`src/rtl/dpram_fifo_ctrl_if.sv`:
```
// Stream and RAM-port bundle for dpram_fifo_ctrl.
// master = the controller that owns both RAM ports; slave = the user and RAM side.
interface dpram_fifo_ctrl_if #(
  parameter int AWIDTH = 10,
  parameter int DWIDTH = 32
);
  logic [DWIDTH-1:0] in_data;
  logic              in_valid;
  logic              in_ready;
  logic [DWIDTH-1:0] out_data;
  logic              out_valid;
  logic              out_ready;
  logic [AWIDTH+1:0] count;
  logic [AWIDTH-1:0] ram_address_a;
  logic              ram_wren_a;
  logic [DWIDTH-1:0] ram_data_a;
  logic [AWIDTH-1:0] ram_address_b;
  logic              ram_wren_b;
  logic [DWIDTH-1:0] ram_data_b;
  logic [DWIDTH-1:0] ram_out_b;

  modport master (
    input  in_data, in_valid, out_ready, ram_out_b,
    output in_ready, out_data, out_valid, count,
           ram_address_a, ram_wren_a, ram_data_a,
           ram_address_b, ram_wren_b, ram_data_b
  );

  modport slave (
    output in_data, in_valid, out_ready, ram_out_b,
    input  in_ready, out_data, out_valid, count,
           ram_address_a, ram_wren_a, ram_data_a,
           ram_address_b, ram_wren_b, ram_data_b
  );
endinterface

```
`src/rtl/dpram_fifo_ctrl.sv`:
```
// First-word-fall-through FIFO controller driving a dual-port RAM (A = write, B = read).
// A 2-entry output stage absorbs the RAM's registered read so push and pop both run at full rate.
module dpram_fifo_ctrl #(
  parameter int AWIDTH    = 10,
  parameter int NUM_WORDS = 1024,
  parameter int DWIDTH    = 32
) (
  input  logic               clk,
  input  logic               reset,
  dpram_fifo_ctrl_if.master  bus
);

  localparam int PW = AWIDTH + 1;
  localparam int CW = AWIDTH + 2;

  typedef enum logic [1:0] {EMPTY, ONE, TWO} state_t;

  logic [PW-1:0]     wr_ptr_q, wr_ptr_d;
  logic [PW-1:0]     rd_ptr_q, rd_ptr_d;
  logic [PW-1:0]     ram_count;
  logic              inflight_q, inflight_d;
  state_t            state_q, state_d;
  logic [DWIDTH-1:0] ent0_q, ent0_d;
  logic [DWIDTH-1:0] ent1_q, ent1_d;
  logic              in_ready;
  logic              out_valid;
  logic              push;
  logic              pop;
  logic              rd_issue;
  logic [1:0]        stage_cnt;
  logic [2:0]        occ_after_pop;

  // Pointer arithmetic and read-issue decision
  always_comb begin
    ram_count     = wr_ptr_q - rd_ptr_q;
    in_ready      = (ram_count != PW'(NUM_WORDS)) & ~reset;
    push          = bus.in_valid & in_ready;
    pop           = out_valid & bus.out_ready;
    occ_after_pop = 3'(stage_cnt) + 3'(inflight_q) - 3'(pop);
    // Only issue when the stage is guaranteed a free slot when the word lands.
    rd_issue      = (ram_count != '0) && (occ_after_pop < 3'd2);
    wr_ptr_d      = wr_ptr_q + PW'(push);
    rd_ptr_d      = rd_ptr_q + PW'(rd_issue);
    inflight_d    = rd_issue;
  end

  always_ff @(posedge clk or posedge reset) begin
    if (reset) begin
      wr_ptr_q   <= '0;
      rd_ptr_q   <= '0;
      inflight_q <= 1'b0;
      state_q    <= EMPTY;
    end else begin
      wr_ptr_q   <= wr_ptr_d;
      rd_ptr_q   <= rd_ptr_d;
      inflight_q <= inflight_d;
      state_q    <= state_d;
    end
  end

  // Output stage FSM: next state
  always_comb begin
    state_d = state_q;
    unique case (state_q)
      EMPTY: if (inflight_q) state_d = ONE;
      ONE: begin
        if (pop && !inflight_q)      state_d = EMPTY;
        else if (inflight_q && !pop) state_d = TWO;
      end
      TWO:     if (pop && !inflight_q) state_d = ONE;
      default: state_d = EMPTY;
    endcase
  end

  // Output stage FSM: outputs
  always_comb begin
    out_valid = (state_q != EMPTY);
    unique case (state_q)
      ONE:     stage_cnt = 2'd1;
      TWO:     stage_cnt = 2'd2;
      default: stage_cnt = 2'd0;
    endcase
  end

  // Stage data: apply the pop first, then land the returning word in the first free slot
  always_comb begin
    ent0_d = ent0_q;
    ent1_d = ent1_q;
    unique case (state_q)
      EMPTY: if (inflight_q) ent0_d = bus.ram_out_b;
      ONE: begin
        if (inflight_q) begin
          if (pop) ent0_d = bus.ram_out_b;
          else     ent1_d = bus.ram_out_b;
        end
      end
      TWO: begin
        if (pop) begin
          ent0_d = ent1_q;
          if (inflight_q) ent1_d = bus.ram_out_b;
        end
      end
      default: ;
    endcase
  end

  always_ff @(posedge clk or posedge reset) begin
    if (reset) ent0_q <= '0;
    else       ent0_q <= ent0_d;
  end

  // Skid entry is only ever read while state_q says it holds a word, so it needs no reset.
  always_ff @(posedge clk) begin
    ent1_q <= ent1_d;
  end

  assign bus.in_ready      = in_ready;
  assign bus.out_valid     = out_valid;
  assign bus.out_data      = ent0_q;
  assign bus.count         = CW'(ram_count) + CW'(inflight_q) + CW'(stage_cnt);
  assign bus.ram_address_a = wr_ptr_q[AWIDTH-1:0];
  assign bus.ram_wren_a    = push;
  assign bus.ram_data_a    = bus.in_data;
  assign bus.ram_address_b = rd_ptr_q[AWIDTH-1:0];
  assign bus.ram_wren_b    = 1'b0;
  assign bus.ram_data_b    = '0;

  a_no_stage_overflow: assert property (
    @(posedge clk) disable iff (reset) !(state_q == TWO && inflight_q && !pop)
  );

endmodule
```
`src/flat_wrapper.sv`:
```
// flat-port wrapper written by rule: the top's interface ports become plain ports
module dpram_fifo_ctrl_flat 
#(
  parameter int AWIDTH    = 10,
  parameter int NUM_WORDS = 1024,
  parameter int DWIDTH    = 32
)
  (clk, reset, bus_in_data, bus_in_valid, bus_out_ready, bus_ram_out_b, bus_in_ready, bus_out_data, bus_out_valid, bus_count, bus_ram_address_a, bus_ram_wren_a, bus_ram_data_a, bus_ram_address_b, bus_ram_wren_b, bus_ram_data_b);
  dpram_fifo_ctrl_if #(.AWIDTH(AWIDTH), .DWIDTH(DWIDTH)) bus_i ();
  input  logic clk;
  input  logic reset;
  input wire logic [$bits(bus_i.in_data)-1:0] bus_in_data;
  input wire logic [$bits(bus_i.in_valid)-1:0] bus_in_valid;
  input wire logic [$bits(bus_i.out_ready)-1:0] bus_out_ready;
  input wire logic [$bits(bus_i.ram_out_b)-1:0] bus_ram_out_b;
  output wire logic [$bits(bus_i.in_ready)-1:0] bus_in_ready;
  output wire logic [$bits(bus_i.out_data)-1:0] bus_out_data;
  output wire logic [$bits(bus_i.out_valid)-1:0] bus_out_valid;
  output wire logic [$bits(bus_i.count)-1:0] bus_count;
  output wire logic [$bits(bus_i.ram_address_a)-1:0] bus_ram_address_a;
  output wire logic [$bits(bus_i.ram_wren_a)-1:0] bus_ram_wren_a;
  output wire logic [$bits(bus_i.ram_data_a)-1:0] bus_ram_data_a;
  output wire logic [$bits(bus_i.ram_address_b)-1:0] bus_ram_address_b;
  output wire logic [$bits(bus_i.ram_wren_b)-1:0] bus_ram_wren_b;
  output wire logic [$bits(bus_i.ram_data_b)-1:0] bus_ram_data_b;
  assign bus_i.in_data = bus_in_data;
  assign bus_i.in_valid = bus_in_valid;
  assign bus_i.out_ready = bus_out_ready;
  assign bus_i.ram_out_b = bus_ram_out_b;
  assign bus_in_ready = bus_i.in_ready;
  assign bus_out_data = bus_i.out_data;
  assign bus_out_valid = bus_i.out_valid;
  assign bus_count = bus_i.count;
  assign bus_ram_address_a = bus_i.ram_address_a;
  assign bus_ram_wren_a = bus_i.ram_wren_a;
  assign bus_ram_data_a = bus_i.ram_data_a;
  assign bus_ram_address_b = bus_i.ram_address_b;
  assign bus_ram_wren_b = bus_i.ram_wren_b;
  assign bus_ram_data_b = bus_i.ram_data_b;
  dpram_fifo_ctrl #(.AWIDTH(AWIDTH), .NUM_WORDS(NUM_WORDS), .DWIDTH(DWIDTH)) u_core (.clk(clk), .reset(reset), .bus(bus_i));
endmodule
```
`config.mk`:
```
export PLATFORM = sky130hd
export DESIGN_NAME = dpram_fifo_ctrl_flat
export DESIGN_NICKNAME = d
export VERILOG_FILES = /design/src/rtl/dpram_fifo_ctrl_if.sv /design/src/rtl/dpram_fifo_ctrl.sv /design/src/flat_wrapper.sv
export SDC_FILE = /design/constraint.sdc
export NUM_CORES = 1
export LEC_CHECK = 0
export CAP_MARGIN = 30
export CORE_MARGIN = 8
export CORE_UTILIZATION = 25
export CTS_CLUSTER_SIZE = 8
export DETAILED_ROUTE_END_ITERATION = 7
export PLACE_DENSITY_LB_ADDON = 0.15
export SYNTH_ARGS = -nofsm -noshare
export SYNTH_HDL_FRONTEND = slang
export SYNTH_SLANG_ARGS = --single-unit
```
`constraint.sdc`:
```
create_clock -name clk -period 5.7 [get_ports clk]
set_input_delay 1.14 -clock clk [delete_from_list [all_inputs] [get_ports clk]]
set_output_delay 1.14 -clock clk [all_outputs]
set_load 0.005 [all_outputs]
```
==> run_results.csv <==
group,metric,value,unit
clock_network,hold_buffers,0,
timing,min_period,4.81,ns
yosys,synth_largest_area_cell,"dfrtp_1",
setup_path,cp_max_fo,5,
global_routing,track_usage,10.2,%
drt,highest_layer,"met4",
setup_path,crit_required,4.56,ns
setup_path,start_kind,"register",
finish,num_antenna_cells,0,
yosys,syn_area_per_cell,10.5,um^2
yosys,netlist_area,5210,um^2
hold_path,hold_class,"reg2reg",
timing,fin_hold_ws,0.503,ns
timing,maxSlewHeadroom,43.9,%
timing,fin_skew,0.00578,ns
setup_path,path_class,"reg2out",
die,coreArea,20800,um^2
drt,drc,0,
drt,wl_met1,5950,um
timing,rsz0062_at_grt,"false",
setup_path,rrSetupSlack,1.89,ns
yosys,async_flop_share,64.0,%
die,num_rows,53,
die,initial_core_util,25.1,%
drt,first_pass_iters,4,
yosys,synth_edf_count,32,
global_routing,antenna_found_initial,0,
placement,hpwl,9530,um
clock_network,h-tree-depth,3,
clock_network,ctsResizeCount,0,
finish,area_growth,21.7,%
die,io_pins,200,
clock_network,cts_sinks,89,
timing,finalCritPeriodShare,84.4,%
timing,finalSetupViolCount,0,
global_routing,grt_max_degree,65,
yosys,synthTopCellsByArea,"dfrtp_1, edfxtp_1, buf_4",
yosys,synth_flop_cell,"dfrtp_1",
die,die_h,160,um
drt,met2_length,5960,um
drt,detail-route-antenna-nets,0,
finish,drive_gt1_share,6.00,%
job,max-cap-violations,0,
drt,drt_wl_total,13100,um
die,die_x,160,um
clock_network,cts_buffer_depth,2,
drt,vias,3502,
yosys,synth-seq-cells,89,
drt,vias_per_cell,4.24,
setup_path,arrival,3.67,ns
global_routing,gr-total-overflow,0,
placement,io_buffers,102,
global_routing,grt_pass1_wl,20800,um
drt,dr_wl_met3,1100,um
drt,wire_per_inst,15.9,um
power,leakage,2.54,nW
finish,fillers,2142,
power,peakVddDrop,0.240,mV
timing,hold_violations,0,
placement,placed_area,6050,um^2
yosys,netlist_instances,494,
global_routing,grt_pass1_vias,3639,
yosys,netlist.area_leader.share,27.4,%
placement,finalWeightedCongestion,0.754,
finish,seq_area,2390,um^2
finish,design_area,6340,um^2
power,power.density,639,nW/um^2
die,dieArea,25700,um^2
clock_network,cts_setup_buffers,0,
clock_network,clk_latency,0.34,ns
finish,multi_input_area,2170,um^2
placement,placed_cells,809,
timing,worst_pin_slew,0.842,ns
clock_network,cts.clk_slew.worst_paths,0.07,ns
finish,nets,640,
timing,drv_slew,0,
clock_network,cts_tree,"done",
timing,fmax,0.208,GHz
clock_network,root_buffer,"clkbuf_16",
finish,fin_cells,825,
yosys,ys_seq_area_share,45.8,%
timing,setup_tns,0,ns
setup_path,end_kind,"output port",
yosys,ys_warn_count,0,
yosys,synth.distinct_cells,56,
clock_network,cts_buffers,9,
drt,drt_iter0_markers,136,
run_status,status,"finished, final reports clean",
-- worst max-delay path, stage by stage, from the launching register on --
cell,delay (ns)
dfrtp_1,0.43
inv_1,0.10
ha_1,0.21
inv_1,0.10
fa_1,0.42
fa_1,0.42
nand4bb_1,0.23
or4_4,0.48
nor4_4,0.27
xnor2_1,0.14
clkdlybuf4s50_1,0.52
-- power breakdown --
| part | switching (mW) | internal, mW | leakage (nW) | total [mW] |
|---|---|---|---|---|
| Combinational | 1.16 | 1.10 | 1.42 | 2.25 |
| Sequential | 0.199 | 1.02 | 0.976 | 1.22 |
| Clock | 0.272 | 0.314 | 0.141 | 0.586 |
| Total | 1.63 | 2.43 | 2.54 | 4.05 |
-- worst paths after layout --
path | from | endpoint | cells after the start
setup / recovery | u_core.state_q[1]$_DFFE_PP0P_ | bus_count[10] | 10
hold / removal | u_core.wr_ptr_q[10]$_DFF_PP0_ | u_core.wr_ptr_q[10]$_DFF_PP0_ | 1
setup reg to reg | u_core.rd_ptr_q[6]$_DFF_PP0_ | u_core.wr_ptr_q[10]$_DFF_PP0_ | 13
hold reg to reg | u_core.wr_ptr_q[10]$_DFF_PP0_ | u_core.wr_ptr_q[10]$_DFF_PP0_ | 1
max in group asynchronous | reset | u_core.bus.out_data[30]$_DFFE_PP0P_ | 3
min in group asynchronous | reset | u_core.inflight_q$_DFF_PP0_ | 3
-- cell usage after synthesis (all sizes together), types with 3 or more instances --
| library cell | number |
|---|---|
| xnor2 | 24 |
| nor3 | 5 |
| nand2b | 4 |
| fa | 4 |
| o21ai | 7 |
| nand3 | 15 |
| or3 | 3 |
| edfxtp | 32 |
| xor2 | 10 |
| and3 | 4 |
| a21oi | 48 |
| nor2 | 46 |
| o2111ai | 3 |
| buf | 87 |
| a21o | 3 |
| ha | 23 |
| dfrtp | 57 |
| a21boi | 3 |
| mux2i | 33 |
| nand2 | 13 |
| inv | 27 |
| clkbuf | 11 |
-- sequential cells by signal, indices dropped and copies added (netlist names) --
name                 count
u_core.bus.out_data     32
u_core.ent1_q           32
u_core.inflight_q        1
u_core.rd_ptr_q         11
u_core.state_q           2
u_core.wr_ptr_q         11
-- cell usage in the layout, fill, tap and decap left out, types with 3 or more instances in the layout --
cell type        instances
buf_4                    4
nor2_1                  46
a21oi_1                 46
nor3_1                   3
edfxtp_1                32
ha_1                    22
o2111ai_1                3
a21o_1                   3
nand2b_1                 3
fa_1                     4
inv_1                   26
and3_1                   4
xor2_1                  10
a21boi_1                 3
o21ai_0                  5
mux2i_1                 33
xnor2_1                 24
dfrtp_1                 57
conb_1                  33
clkdlybuf4s50_1        102
nand3_1                 15
clkbuf_16                9
nand2_1                 13
-- logic make-up (layout without fill, tap and decap cells) --
family | Yosys count | in the layout | synth area share, %
multiplexers | 33 | 33 | 6.34
buffers and inverters | 125 | 149 | 15.1
flip-flops | 89 | 89 | 45.8
XOR/XNOR | 34 | 34 | 5.71
AO/OA/AOI/OAI | 81 | 81 | 9.41
AND/OR/NAND/NOR | 104 | 104 | 10.4
adder cells (fa/ha/maj) | 27 | 27 | 7.06
other | 1 | 33 | 0.0720
-- per-layer routing --
metal  vias to the layer above  global-route usage [%]
li1                       1682                       -
met1                      1676                    12.9
met2                       133                    15.8
met3                        11                    4.10
met4                         0                    2.63
met5                         -                       0
-- stage by stage --
stage          power, mW  worst slack [ns]  util (%)
2_1_floorplan       2.54              1.82         -
3_3_place_gp        3.53              1.28      29.2
3_5_place_dp        3.52              1.24      29.2
4_1_cts             4.15             0.848      30.6
5_1_grt             4.41             0.646      30.6
6_report            4.05             0.888      30.6
-- cell type report --
class / instances / share of cell area [%]
clock inverters: 6 / 0.789
flip-flops and latches: 89 / 37.6
inverters: 27 / 1.60
multi-input cells: 312 / 34.2
well taps: 275 / 5.43
clock buffers: 10 / 3.77
repair buffers: 106 / 16.6
Note: power is estimated with default switching activity, not from simulation.
==> edit (same flow settings) <==
`DWIDTH` is set to 32 in 3 places; all go to 28.
--- a/src/rtl/dpram_fifo_ctrl_if.sv
+++ b/src/rtl/dpram_fifo_ctrl_if.sv
@@ -4,3 +4,3 @@
   parameter int AWIDTH = 10,
-  parameter int DWIDTH = 32
+  parameter int DWIDTH = 28
 );
--- a/src/rtl/dpram_fifo_ctrl.sv
+++ b/src/rtl/dpram_fifo_ctrl.sv
@@ -5,3 +5,3 @@
   parameter int NUM_WORDS = 1024,
-  parameter int DWIDTH    = 32
+  parameter int DWIDTH    = 28
 ) (
--- a/src/flat_wrapper.sv
+++ b/src/flat_wrapper.sv
@@ -5,3 +5,3 @@
   parameter int NUM_WORDS = 1024,
-  parameter int DWIDTH    = 32
+  parameter int DWIDTH    = 28
 )
Ports: changed (5 resized); port bits go from 200 to 180. No check against the original RTL was run, so the function may have changed too.
==> edit against the original RTL <==
Sequential cell count shrank 8; largest cell class unchanged; critical path type unchanged; core utilization grew 0.68 points; clock skew grew 0.0050 ns; worst hold slack gained 0.00077 ns; worst setup slack lost 0.028 ns; final area shrank 7.6%; routed wire length shrank 7.8%; total power shrank 4.7%; synthesized area shrank 8.1%.
==> edit: results (changes against the original RTL) <==
CP max FO: 5 (unchanged)
Final net count: 593 (-7.3%)
VDD IR max: 0.236 mV (-1.9%)
H-tree levels: 3 (unchanged)
Max stage delay on crit path: 0.63 ns (+0.11 ns)
Port buffer count: 94 (-7.8%)
Synthesized area per cell: 10.5 um^2 (-0.87%)
CTS root buf: clkbuf_16
Dpl hpwl: 9.02 mm (-5.4%)
Placed cell count: 729 (-9.9%)
Setup Fix Bufs, Post-CTS: 0 (unchanged)
Lkg Pwr: 2.34 nW (-7.9%)
Setup Skew: 0.0108 ns (+0.00503 ns)
Worst-skew pair later-pin latency: 0.34 ns (about the same)
Yosys cell types: 51 (-8.9%)
All-Layer GR Usage: 10.2% (+0.027 points)
Layout cells sized above 1: 6.07% (+0.067 points)
Synth warn: 0 (unchanged)
1st-iter DRT viols: 159 (+17%)
Cts bufs inserted: 9 (unchanged)
Vias in the first global route: 3,370 (-7.4%)
Clock transition at path regs: 0.07 ns (about the same)
Post-CTS sizing: 0 (unchanged)
Outcome: finished clean
Top post-synthesis cells by area: dfrtp_1 (28%), edfxtp_1 (18%), buf_4 (12%)
Leading post-synthesis cells by instance count: buf_4 (77), dfrtp_1 (53), nor2_1 (43)
HP Class: reg2reg
Routed length per placed instance: 16.2 um (+2.1%)
Final Cycle Share: 84.9% (+0.48 points)
Critical Path AT: 3.70 ns (+0.03 ns)
Ant. Diodes: 0 (unchanged)
Worst Tran Pin Value: 0.752 ns (-0.0897 ns)
Post-synth EDFFs: 28 (-13%)
DR vias/cell: 4.32 (+1.7%)
Largest net degree at the start of global routing: 57 (-12%)
Worst path slowest cell: clkdlybuf4s50_1
First-pass GRT wire length: 19.0 mm (-8.7%)
Asr flop ratio synth: 65.4% (+1.4 points)
Vias: 3,215 (-8.2%)
Fillers: 1,943 (-9.3%)
First-pass DRT Iterations: 4 (unchanged)
Flop-to-flop setup slack: 1.80 ns (-0.09 ns)
Delay-heaviest family, CP: compound AO/OA/AOI/OAI gates
Seq/Total Area, Yosys: 45.2% (-0.56 points)
Initial antenna violation count: 0 (unchanged)
Gpl congestion: 0.811 (+7.5%)
Clock buffer depth: 2 (unchanged)
edit: worst register-to-register path, delay by kind of cell (launching register included):
kind,cells,cell delay [ns]
XOR/XNOR,2,0.29
flip-flops,1,0.40
AO/OA/AOI/OAI,3,1.09
AND/OR/NAND/NOR,4,0.77
adder cells (fa/ha/maj),4,1.23
edit: per-stage QoR:
step	hold WS, ns	worst slack (ns)	area (um^2)
floorplan	0.462	2.14	4890
global placement	0.490	1.23	5550
detailed placement	0.500	1.17	5550
CTS	0.514	0.790	5860
global route	0.529	0.675	5860
finish	0.504	0.860	5860
edit: logic make-up after synthesis:
kind of cell | Yosys count | share of synthesized area [%]
mux | 29 | 6.06
buf+inv | 113 | 14.9
flops | 81 | 45.2
other cells | 1 | 0.0783
fa+ha+maj | 27 | 7.68
compound gates | 67 | 8.57
simple gates | 105 | 11.1
xor+xnor | 35 | 6.40
edit: area by class of cell:
cell class	count	area (um^2)	area share [%]
Clock buffer	9	225	3.84
Inverter	24	90.1	1.54
Clock inverter	7	86.3	1.47
Tap cell	234	293	5.00
Timing Repair Buffer	98	971	16.6
Multi-Input combinational cell	292	2030	34.6
Sequential cell	81	2170	37.0
edit: final timing paths:
check	endpoint	from	cells past startpoint
hold / removal	u_core.wr_ptr_q[10]	u_core.wr_ptr_q[10]	1
min in group asynchronous	u_core.wr_ptr_q[7]	reset	3
max in group asynchronous	u_core.bus.out_data[12]	reset	3
setup / recovery	bus_ram_wren_a	u_core.rd_ptr_q[0]	9
hold reg to reg	u_core.wr_ptr_q[10]	u_core.wr_ptr_q[10]	1
setup reg to reg	u_core.wr_ptr_q[10]	u_core.rd_ptr_q[0]	13
edit: per-layer routing:
metal  GRT usage [%]  part of all wire (%)  wire length, um  vias up
li1                -                     -                -     1559
met1            12.0                    43             5220     1546
met2            16.5                    46             5620       92
met3            3.68                   8.6             1040       18
met4            4.48                   1.8              216        0
met5               0                     0                0        -
edit: where the power goes:
part,internal [mW],switching [mW],total (mW),leakage (nW)
Clock,0.350,0.263,0.612,0.150
Combinational,1.06,1.10,2.16,1.29
Sequential,0.919,0.173,1.09,0.893
Total,2.32,1.54,3.86,2.34
